$ cat src/rtl/sram_1p_march_bist_ctrl_if.sv
// BIST port group between the March C- controller and the single-port SRAM
// macro, plus the controller's start/status handshake.
interface sram_1p_march_bist_ctrl_if #(
  parameter int P_ADDR_WIDTH = 14,
  parameter int P_DATA_WIDTH = 24
);
  logic                    A_START;
  logic [P_DATA_WIDTH-1:0] A_DOUT;
  logic                    A_BIST_EN;
  logic [P_ADDR_WIDTH-1:0] A_BIST_ADDR;
  logic [P_DATA_WIDTH-1:0] A_BIST_DIN;
  logic [P_DATA_WIDTH-1:0] A_BIST_BM;
  logic                    A_BIST_MEN;
  logic                    A_BIST_WEN;
  logic                    A_BIST_REN;
  logic                    A_BUSY;
  logic                    A_DONE;
  logic                    A_FAIL;
  logic [P_ADDR_WIDTH-1:0] A_FAIL_ADDR;
  logic [2:0]              A_FAIL_ELEM;

  modport master (
    input  A_START, A_DOUT,
    output A_BIST_EN, A_BIST_ADDR, A_BIST_DIN, A_BIST_BM,
    output A_BIST_MEN, A_BIST_WEN, A_BIST_REN,
    output A_BUSY, A_DONE, A_FAIL, A_FAIL_ADDR, A_FAIL_ELEM
  );

  modport slave (
    output A_START, A_DOUT,
    input  A_BIST_EN, A_BIST_ADDR, A_BIST_DIN, A_BIST_BM,
    input  A_BIST_MEN, A_BIST_WEN, A_BIST_REN,
    input  A_BUSY, A_DONE, A_FAIL, A_FAIL_ADDR, A_FAIL_ELEM
  );
endinterface

$ cat src/rtl/sram_1p_march_bist_ctrl.sv
// March C- BIST controller for the single-port SRAM macro: issues one operation
// per cycle, checks each read one cycle later, records the first miscompare.
//
// state   | meaning
// --------+------------------------------------------------------------
// S_IDLE  | array owned by functional port, waiting for A_START
// S_RUN   | march operations on the BIST port, one per cycle
// S_DRAIN | last read issued, waiting one cycle for its compare
// S_DONE  | result valid, array handed back, A_START restarts
module sram_1p_march_bist_ctrl #(
  parameter int P_ADDR_WIDTH = 14,
  parameter int P_DATA_WIDTH = 24
) (
  input  logic                       A_CLK,
  input  logic                       A_RST,
  sram_1p_march_bist_ctrl_if.master  bist
);

  typedef enum logic [1:0] {
    S_IDLE  = 2'd0,
    S_RUN   = 2'd1,
    S_DRAIN = 2'd2,
    S_DONE  = 2'd3
  } state_t;

  localparam logic [P_ADDR_WIDTH-1:0] ADDR_ONE  = {{(P_ADDR_WIDTH-1){1'b0}}, 1'b1};
  localparam logic [P_ADDR_WIDTH-1:0] ADDR_MAX  = {P_ADDR_WIDTH{1'b1}};
  localparam logic [P_ADDR_WIDTH-1:0] ADDR_ZERO = {P_ADDR_WIDTH{1'b0}};
  localparam logic [P_DATA_WIDTH-1:0] DATA_ONES = {P_DATA_WIDTH{1'b1}};
  localparam logic [P_DATA_WIDTH-1:0] DATA_ZERO = {P_DATA_WIDTH{1'b0}};

  state_t                    state_q, state_d;
  logic [2:0]                elem_q, elem_d;
  logic [P_ADDR_WIDTH-1:0]   addr_q, addr_d;
  logic                      ph_q, ph_d;
  logic                      en_q, en_d, men_q, men_d, wen_q, wen_d, ren_q, ren_d;
  logic [P_DATA_WIDTH-1:0]   din_q, din_d, bm_q, bm_d;
  logic                      busy_q, busy_d, done_q, done_d, fail_q, fail_d;
  logic [P_ADDR_WIDTH-1:0]   fail_addr_q, fail_addr_d;
  logic [2:0]                fail_elem_q, fail_elem_d;
  logic                      chk_valid_q, chk_valid_d, chk_bg_q, chk_bg_d;
  logic [P_ADDR_WIDTH-1:0]   chk_addr_q, chk_addr_d;
  logic [2:0]                chk_elem_q, chk_elem_d;

  logic [2:0]                nx_elem;
  logic [P_ADDR_WIDTH-1:0]   nx_addr, addr_end;
  logic                      nx_ph, nx_wr, last_op;

  // M3/M4 walk downward; M1..M4 are read-then-write pairs
  function automatic logic elem_down(input logic [2:0] e);
    return (e == 3'd3) || (e == 3'd4);
  endfunction

  function automatic logic elem_two_op(input logic [2:0] e);
    return (e >= 3'd1) && (e <= 3'd4);
  endfunction

  function automatic logic rd_bg(input logic [2:0] e);
    return (e == 3'd2) || (e == 3'd4);
  endfunction

  function automatic logic wr_bg(input logic [2:0] e);
    return (e == 3'd1) || (e == 3'd3);
  endfunction

  always_ff @(posedge A_CLK or posedge A_RST) begin
    if (A_RST) begin
      state_q     <= S_IDLE;
      elem_q      <= 3'd0;
      addr_q      <= ADDR_ZERO;
      ph_q        <= 1'b0;
      en_q        <= 1'b0;
      men_q       <= 1'b0;
      wen_q       <= 1'b0;
      ren_q       <= 1'b0;
      din_q       <= DATA_ZERO;
      bm_q        <= DATA_ZERO;
      busy_q      <= 1'b0;
      done_q      <= 1'b0;
      fail_q      <= 1'b0;
      fail_addr_q <= ADDR_ZERO;
      fail_elem_q <= 3'd0;
      chk_valid_q <= 1'b0;
      chk_bg_q    <= 1'b0;
      chk_addr_q  <= ADDR_ZERO;
      chk_elem_q  <= 3'd0;
    end else begin
      state_q     <= state_d;
      elem_q      <= elem_d;
      addr_q      <= addr_d;
      ph_q        <= ph_d;
      en_q        <= en_d;
      men_q       <= men_d;
      wen_q       <= wen_d;
      ren_q       <= ren_d;
      din_q       <= din_d;
      bm_q        <= bm_d;
      busy_q      <= busy_d;
      done_q      <= done_d;
      fail_q      <= fail_d;
      fail_addr_q <= fail_addr_d;
      fail_elem_q <= fail_elem_d;
      chk_valid_q <= chk_valid_d;
      chk_bg_q    <= chk_bg_d;
      chk_addr_q  <= chk_addr_d;
      chk_elem_q  <= chk_elem_d;
    end
  end

  always_comb begin
    state_d     = state_q;
    elem_d      = elem_q;
    addr_d      = addr_q;
    ph_d        = ph_q;
    en_d        = en_q;
    men_d       = 1'b0;
    wen_d       = 1'b0;
    ren_d       = 1'b0;
    din_d       = DATA_ZERO;
    busy_d      = busy_q;
    done_d      = done_q;
    fail_d      = fail_q;
    fail_addr_d = fail_addr_q;
    fail_elem_d = fail_elem_q;
    chk_valid_d = 1'b0;
    chk_bg_d    = chk_bg_q;
    chk_addr_d  = chk_addr_q;
    chk_elem_d  = chk_elem_q;
    nx_elem     = elem_q;
    nx_addr     = addr_q;
    nx_ph       = 1'b0;
    last_op     = 1'b0;
    addr_end    = elem_down(elem_q) ? ADDR_ZERO : ADDR_MAX;

    // position of the operation following the one now on the bus
    if (elem_two_op(elem_q) && !ph_q) begin
      nx_ph = 1'b1;
    end else if (addr_q == addr_end) begin
      if (elem_q == 3'd5) begin
        last_op = 1'b1;
      end else begin
        nx_elem = elem_q + 3'd1;
        nx_addr = elem_down(nx_elem) ? ADDR_MAX : ADDR_ZERO;
      end
    end else begin
      nx_addr = elem_down(elem_q) ? (addr_q - ADDR_ONE) : (addr_q + ADDR_ONE);
    end
    nx_wr = (nx_elem == 3'd0) || nx_ph;

    if (chk_valid_q && (bist.A_DOUT != {P_DATA_WIDTH{chk_bg_q}})) begin
      fail_d = 1'b1;
      if (!fail_q) begin
        fail_addr_d = chk_addr_q;
        fail_elem_d = chk_elem_q;
      end
    end

    case (state_q)
      S_IDLE, S_DONE: begin
        if (bist.A_START) begin
          state_d     = S_RUN;
          elem_d      = 3'd0;
          addr_d      = ADDR_ZERO;
          ph_d        = 1'b0;
          en_d        = 1'b1;
          men_d       = 1'b1;
          wen_d       = 1'b1;
          busy_d      = 1'b1;
          done_d      = 1'b0;
          fail_d      = 1'b0;
          fail_addr_d = ADDR_ZERO;
          fail_elem_d = 3'd0;
        end
      end
      S_RUN: begin
        // the read on the bus executes at this edge; its data is checked next cycle
        if (ren_q) begin
          chk_valid_d = 1'b1;
          chk_bg_d    = rd_bg(elem_q);
          chk_addr_d  = addr_q;
          chk_elem_d  = elem_q;
        end
        if (last_op) begin
          state_d = S_DRAIN;
        end else begin
          elem_d = nx_elem;
          addr_d = nx_addr;
          ph_d   = nx_ph;
          men_d  = 1'b1;
          wen_d  = nx_wr;
          ren_d  = !nx_wr;
          din_d  = (nx_wr && wr_bg(nx_elem)) ? DATA_ONES : DATA_ZERO;
        end
      end
      S_DRAIN: begin
        state_d = S_DONE;
        elem_d  = 3'd0;
        addr_d  = ADDR_ZERO;
        ph_d    = 1'b0;
        en_d    = 1'b0;
        busy_d  = 1'b0;
        done_d  = 1'b1;
      end
      default: state_d = S_IDLE;
    endcase

    bm_d = men_d ? DATA_ONES : DATA_ZERO;
  end

  assign bist.A_BIST_EN   = en_q;
  assign bist.A_BIST_ADDR = addr_q;
  assign bist.A_BIST_DIN  = din_q;
  assign bist.A_BIST_BM   = bm_q;
  assign bist.A_BIST_MEN  = men_q;
  assign bist.A_BIST_WEN  = wen_q;
  assign bist.A_BIST_REN  = ren_q;
  assign bist.A_BUSY      = busy_q;
  assign bist.A_DONE      = done_q;
  assign bist.A_FAIL      = fail_q;
  assign bist.A_FAIL_ADDR = fail_addr_q;
  assign bist.A_FAIL_ELEM = fail_elem_q;

endmodule
$ cat src/flat_wrapper.sv
// flat-port wrapper written by rule: the top's interface ports become plain ports
module sram_1p_march_bist_ctrl_flat 
#(
  parameter int P_ADDR_WIDTH = 14,
  parameter int P_DATA_WIDTH = 24
)
  (A_CLK, A_RST, bist_A_START, bist_A_DOUT, bist_A_BIST_EN, bist_A_BIST_ADDR, bist_A_BIST_DIN, bist_A_BIST_BM, bist_A_BIST_MEN, bist_A_BIST_WEN, bist_A_BIST_REN, bist_A_BUSY, bist_A_DONE, bist_A_FAIL, bist_A_FAIL_ADDR, bist_A_FAIL_ELEM);
  sram_1p_march_bist_ctrl_if #(.P_ADDR_WIDTH(P_ADDR_WIDTH), .P_DATA_WIDTH(P_DATA_WIDTH)) bist_i ();
  input  logic A_CLK;
  input  logic A_RST;
  input wire logic [$bits(bist_i.A_START)-1:0] bist_A_START;
  input wire logic [$bits(bist_i.A_DOUT)-1:0] bist_A_DOUT;
  output wire logic [$bits(bist_i.A_BIST_EN)-1:0] bist_A_BIST_EN;
  output wire logic [$bits(bist_i.A_BIST_ADDR)-1:0] bist_A_BIST_ADDR;
  output wire logic [$bits(bist_i.A_BIST_DIN)-1:0] bist_A_BIST_DIN;
  output wire logic [$bits(bist_i.A_BIST_BM)-1:0] bist_A_BIST_BM;
  output wire logic [$bits(bist_i.A_BIST_MEN)-1:0] bist_A_BIST_MEN;
  output wire logic [$bits(bist_i.A_BIST_WEN)-1:0] bist_A_BIST_WEN;
  output wire logic [$bits(bist_i.A_BIST_REN)-1:0] bist_A_BIST_REN;
  output wire logic [$bits(bist_i.A_BUSY)-1:0] bist_A_BUSY;
  output wire logic [$bits(bist_i.A_DONE)-1:0] bist_A_DONE;
  output wire logic [$bits(bist_i.A_FAIL)-1:0] bist_A_FAIL;
  output wire logic [$bits(bist_i.A_FAIL_ADDR)-1:0] bist_A_FAIL_ADDR;
  output wire logic [$bits(bist_i.A_FAIL_ELEM)-1:0] bist_A_FAIL_ELEM;
  assign bist_i.A_START = bist_A_START;
  assign bist_i.A_DOUT = bist_A_DOUT;
  assign bist_A_BIST_EN = bist_i.A_BIST_EN;
  assign bist_A_BIST_ADDR = bist_i.A_BIST_ADDR;
  assign bist_A_BIST_DIN = bist_i.A_BIST_DIN;
  assign bist_A_BIST_BM = bist_i.A_BIST_BM;
  assign bist_A_BIST_MEN = bist_i.A_BIST_MEN;
  assign bist_A_BIST_WEN = bist_i.A_BIST_WEN;
  assign bist_A_BIST_REN = bist_i.A_BIST_REN;
  assign bist_A_BUSY = bist_i.A_BUSY;
  assign bist_A_DONE = bist_i.A_DONE;
  assign bist_A_FAIL = bist_i.A_FAIL;
  assign bist_A_FAIL_ADDR = bist_i.A_FAIL_ADDR;
  assign bist_A_FAIL_ELEM = bist_i.A_FAIL_ELEM;
  sram_1p_march_bist_ctrl #(.P_ADDR_WIDTH(P_ADDR_WIDTH), .P_DATA_WIDTH(P_DATA_WIDTH)) u_core (.A_CLK(A_CLK), .A_RST(A_RST), .bist(bist_i));
endmodule
$ cat config.mk
export PLATFORM = sky130hd
export DESIGN_NAME = sram_1p_march_bist_ctrl_flat
export DESIGN_NICKNAME = d
export VERILOG_FILES = /design/src/rtl/sram_1p_march_bist_ctrl_if.sv /design/src/rtl/sram_1p_march_bist_ctrl.sv /design/src/flat_wrapper.sv
export SDC_FILE = /design/constraint.sdc
export NUM_CORES = 1
export LEC_CHECK = 0
export BUFFER_PORTS_ARGS = -buffer_cell sky130_fd_sc_hd__buf_2
export CAP_MARGIN = 0
export CORE_ASPECT_RATIO = 1.75
export CORE_MARGIN = 2
export CORE_UTILIZATION = 50
export DETAILED_ROUTE_END_ITERATION = 16
export HOLD_SLACK_MARGIN = 0.12
export PLACE_DENSITY_LB_ADDON = 0.05
export SYNTH_ARGS = -nofsm -noshare
export SYNTH_HDL_FRONTEND = slang
export SYNTH_SLANG_ARGS = --single-unit
$ cat constraint.sdc
create_clock -name A_CLK -period 9.2 [get_ports A_CLK]
set_input_delay 0 -clock A_CLK [delete_from_list [all_inputs] [get_ports A_CLK]]
set_output_delay 0 -clock A_CLK [all_outputs]
set_load 0.005 [all_outputs]
==> results.txt <==
Synth Area in XOR/XNOR -> 1.110%
IO Count -> 113
Placed cells -> 555
Synthesized area -> 3945 um^2
Power Density -> 189.7 nW/um^2
Maximum vdd drop -> 91.75 uV
CTS clock-pin slew for the worst setup and hold paths -> 0.05 ns
Setup ws final -> 5.545 ns
Reg2reg start -> u_core.elem_q[0]
Area grow syn2layout -> 14.30%
Warnings, synthesis -> 0
Hold Violations, Final -> 0
Vias per std cell -> 5.536
Synth cell types -> 52
Largest net degree at the start of global routing -> 64
Endpoints failing setup -> 0
Post-Syn Instances -> 414
Synth Area in Adders -> 6.851%
Post-Synth Simple-Gate Area -> 14.37%
Min-Delay Path Depth -> 7
Clk root buf -> clkbuf_16
# hold bufs at CTS -> 2
Row cnt -> 42
Normalized max-slew margin -> 43.61%
Synth Area in Compound Gates -> 15.16%
Hold Crit Endpoint -> u_core.bist.A_FAIL
Clk_lat worst skew -> 0.33 ns
Cell Count, Final, Fillers Out -> 571
Initial antenna violation count -> 0
Worst slew pin tran -> 0.8438 ns
Vias in the first global route -> 3076
WL/cell -> 15.85 um
RR Endpoint -> u_core.bist.A_BIST_ADDR[9]
Mux cell area share after synthesis -> 10.21%
CORE AREA -> 7620 um^2
Antenna-violating nets left -> 0
Worst endpoint required time -> 9.39 ns
Period minus WS final -> 3.655 ns
Crit path DAT -> 3.84 ns
Worst slack, placed -> 5.566 ns
Post-DP HPWL -> 6.830 mm
Asr flop ratio synth -> 100.0%
R2R depth -> 10
Most common cell after layout, fill and taps aside -> buf_2
RSZ-0062 raised after global routing -> no
Die footprint -> 8644 um^2
Die X -> 71.15 um
Pleak -> 2.342 nW
Drt pass-1 iters -> 4
Seq cells post-synth -> 63
Reg-to-reg slack, setup -> 5.54 ns
CTS max path bufs -> 2
H-tree depth -> 3
Via count -> 3161
Die Ht -> 121.5 um
Total GRT Usage -> 21.99%
Max Clk Rate -> 273.6 MHz
Max_cap viols -> 0
WHS -> 0.2929 ns
Clock Skews -> 0.004842 ns
CTS Sinks -> 63
Final worst path period share -> 39.73%
TritonCTS Buffers -> 9
Met3 GRT Util -> 3.738%
Most frequent cells in the layout -> 112 x buf_2, 63 x dfrtp_1, 36 x nor2_1
# DRC -> 0
CTS-repair resized insts -> 0
GRT busiest layer -> met2
Placer Congestion -> 0.8396
Setup Crit Path Kind -> reg2reg
Crit path max fanout -> 20
Layout cells sized above 1 -> 30.64%
HP Start -> bist_A_DOUT[15]
Synth top area share -> 39.96%
Number of DRC markers in iteration 0 -> 199
ANT cells -> 0
Main synth FF type -> dfrtp_1
Setup crit start kind -> flip-flop
Hold WC Path Type -> in2reg
Post-CTS Setup Bufs -> 0
Syn_area_per_cell -> 9.529 um^2
Largest family of logic cells by synthesized area -> compound AO/OA/AOI/OAI gates
Layout Nets -> 528
EDFF count, synth -> 0
Sum Neg Setup Slack -> 0 ns
Initial Util -> 51.77%
Crit end category -> flip-flop
Status -> finished, final reports clean
PortBufs -> 112
Sequential area share after synthesis -> 39.96%
First-pass GRT wire length -> 14.76 mm
Syn Nets -> 462
Yosys top cell by area -> dfrtp_1
GR Overflow Total -> 0
Grt met1 use -> 24.74%
TritonCTS clock tree -> yes
Drt total wl -> 9.048 mm
Synth top area cells -> dfrtp_1 40%, buf_4 9.1%, ha_1 6.3%
Grt met2 use -> 40.05%
Max Slew Vio Count -> 0
## critical path, stage by stage, from the launching register on
cell,delay (ns)
dfrtp_1,0.44
inv_1,0.16
ha_1,0.26
mux2_4,0.38
ha_1,0.46
nand4_1,0.25
nor3_1,0.35
and2_1,0.55
a21oi_2,0.28
a22oi_1,0.24
o21ai_0,0.13
## synthesized netlist by cell type, types with 3 or more instances
| master | number |
|---|---|
| dfrtp_1 | 63 |
| buf_4 | 48 |
| nor2_1 | 36 |
| nand2_1 | 31 |
| o21ai_0 | 27 |
| mux2i_1 | 23 |
| ha_1 | 20 |
| a21oi_1 | 18 |
| inv_1 | 15 |
| mux2_2 | 14 |
| nor3_1 | 12 |
| nand3_1 | 10 |
| nand4_1 | 7 |
| a211oi_1 | 6 |
| clkbuf_1 | 6 |
| or3_1 | 6 |
| a21o_1 | 5 |
| nor4_1 | 5 |
| xnor2_1 | 5 |
| a22o_1 | 4 |
| a31oi_1 | 4 |
| buf_2 | 4 |
| nand2b_1 | 4 |
| a22oi_1 | 3 |
| and2_1 | 3 |
| o211ai_1 | 3 |
## power breakdown
part	leakage [nW]	total (mW)	internal [mW]	switching, mW
clock	0.141	0.318	0.208	0.110
sequential	0.864	0.316	0.295	0.0216
combinational	1.34	0.221	0.0863	0.135
## cell families (layout without fill, tap and decap cells)
group                      after synthesis  after routing
and+or+nand+nor                        121            121
AOI/OAI and AO/OA                       90             90
buffers and inverters                   76            145
DFF                                     63             63
muxes                                   38             38
adders and majority gates               21             21
xor gates and xnor gates                 5              5
## stage by stage
step / util, % / cell area, um^2 / power [mW]
after floorplan: - / 3945 / 0.5165
after global placement: 55.19 / 4205 / 0.5404
after detailed placement: 55.19 / 4205 / 0.5436
after CTS: 59.18 / 4509 / 0.8651
after global routing: 59.18 / 4509 / 0.9045
final: 59.18 / 4509 / 0.8554
## layer usage
layer	share of wire, %	wire length [um]	up-vias
met5	0	0	-
met3	4.8	434	10
met2	54	4878	93
met1	39	3523	1500
li1	-	-	1558
met4	2.3	211	0
## worst max path at each step
stage | from | to | slack, ns | cells past startpoint
after floorplan | u_core.elem_q[0] | u_core.state_q[1] | 6.30 | 11
after global routing | u_core.elem_q[0] | u_core.bist.A_BIST_ADDR[9] | 5.27 | 10
final | u_core.elem_q[0] | u_core.bist.A_BIST_ADDR[9] | 5.54 | 10
after global placement | u_core.elem_q[0] | u_core.bist.A_BIST_ADDR[8] | 5.68 | 10
after detailed placement | u_core.elem_q[0] | u_core.bist.A_BIST_ADDR[9] | 5.57 | 10
after CTS | u_core.elem_q[0] | u_core.bist.A_BIST_ADDR[9] | 5.56 | 10
## cell type report
class                   count  area (um^2)
well taps                  88        110.1
fillers                   701         3110
clock buffers              14        284.0
repair buffers            116        595.6
flip-flops and latches     63         1577
multi-input cells         275         1887
inverters                  15        56.30
## sequential cells by signal (all words and copies together), names as in the netlist, 2 cells and up
| register | cells |
|---|---|
| u_core.chk_elem_q | 3 |
| u_core.chk_addr_q | 14 |
| u_core.bist.A_FAIL_ELEM | 3 |
| u_core.state_q | 2 |
| u_core.bist.A_BIST_ADDR | 14 |
| u_core.bist.A_FAIL_ADDR | 14 |
| u_core.elem_q | 3 |
No activity file was read; power rests on OpenSTA's default activity.
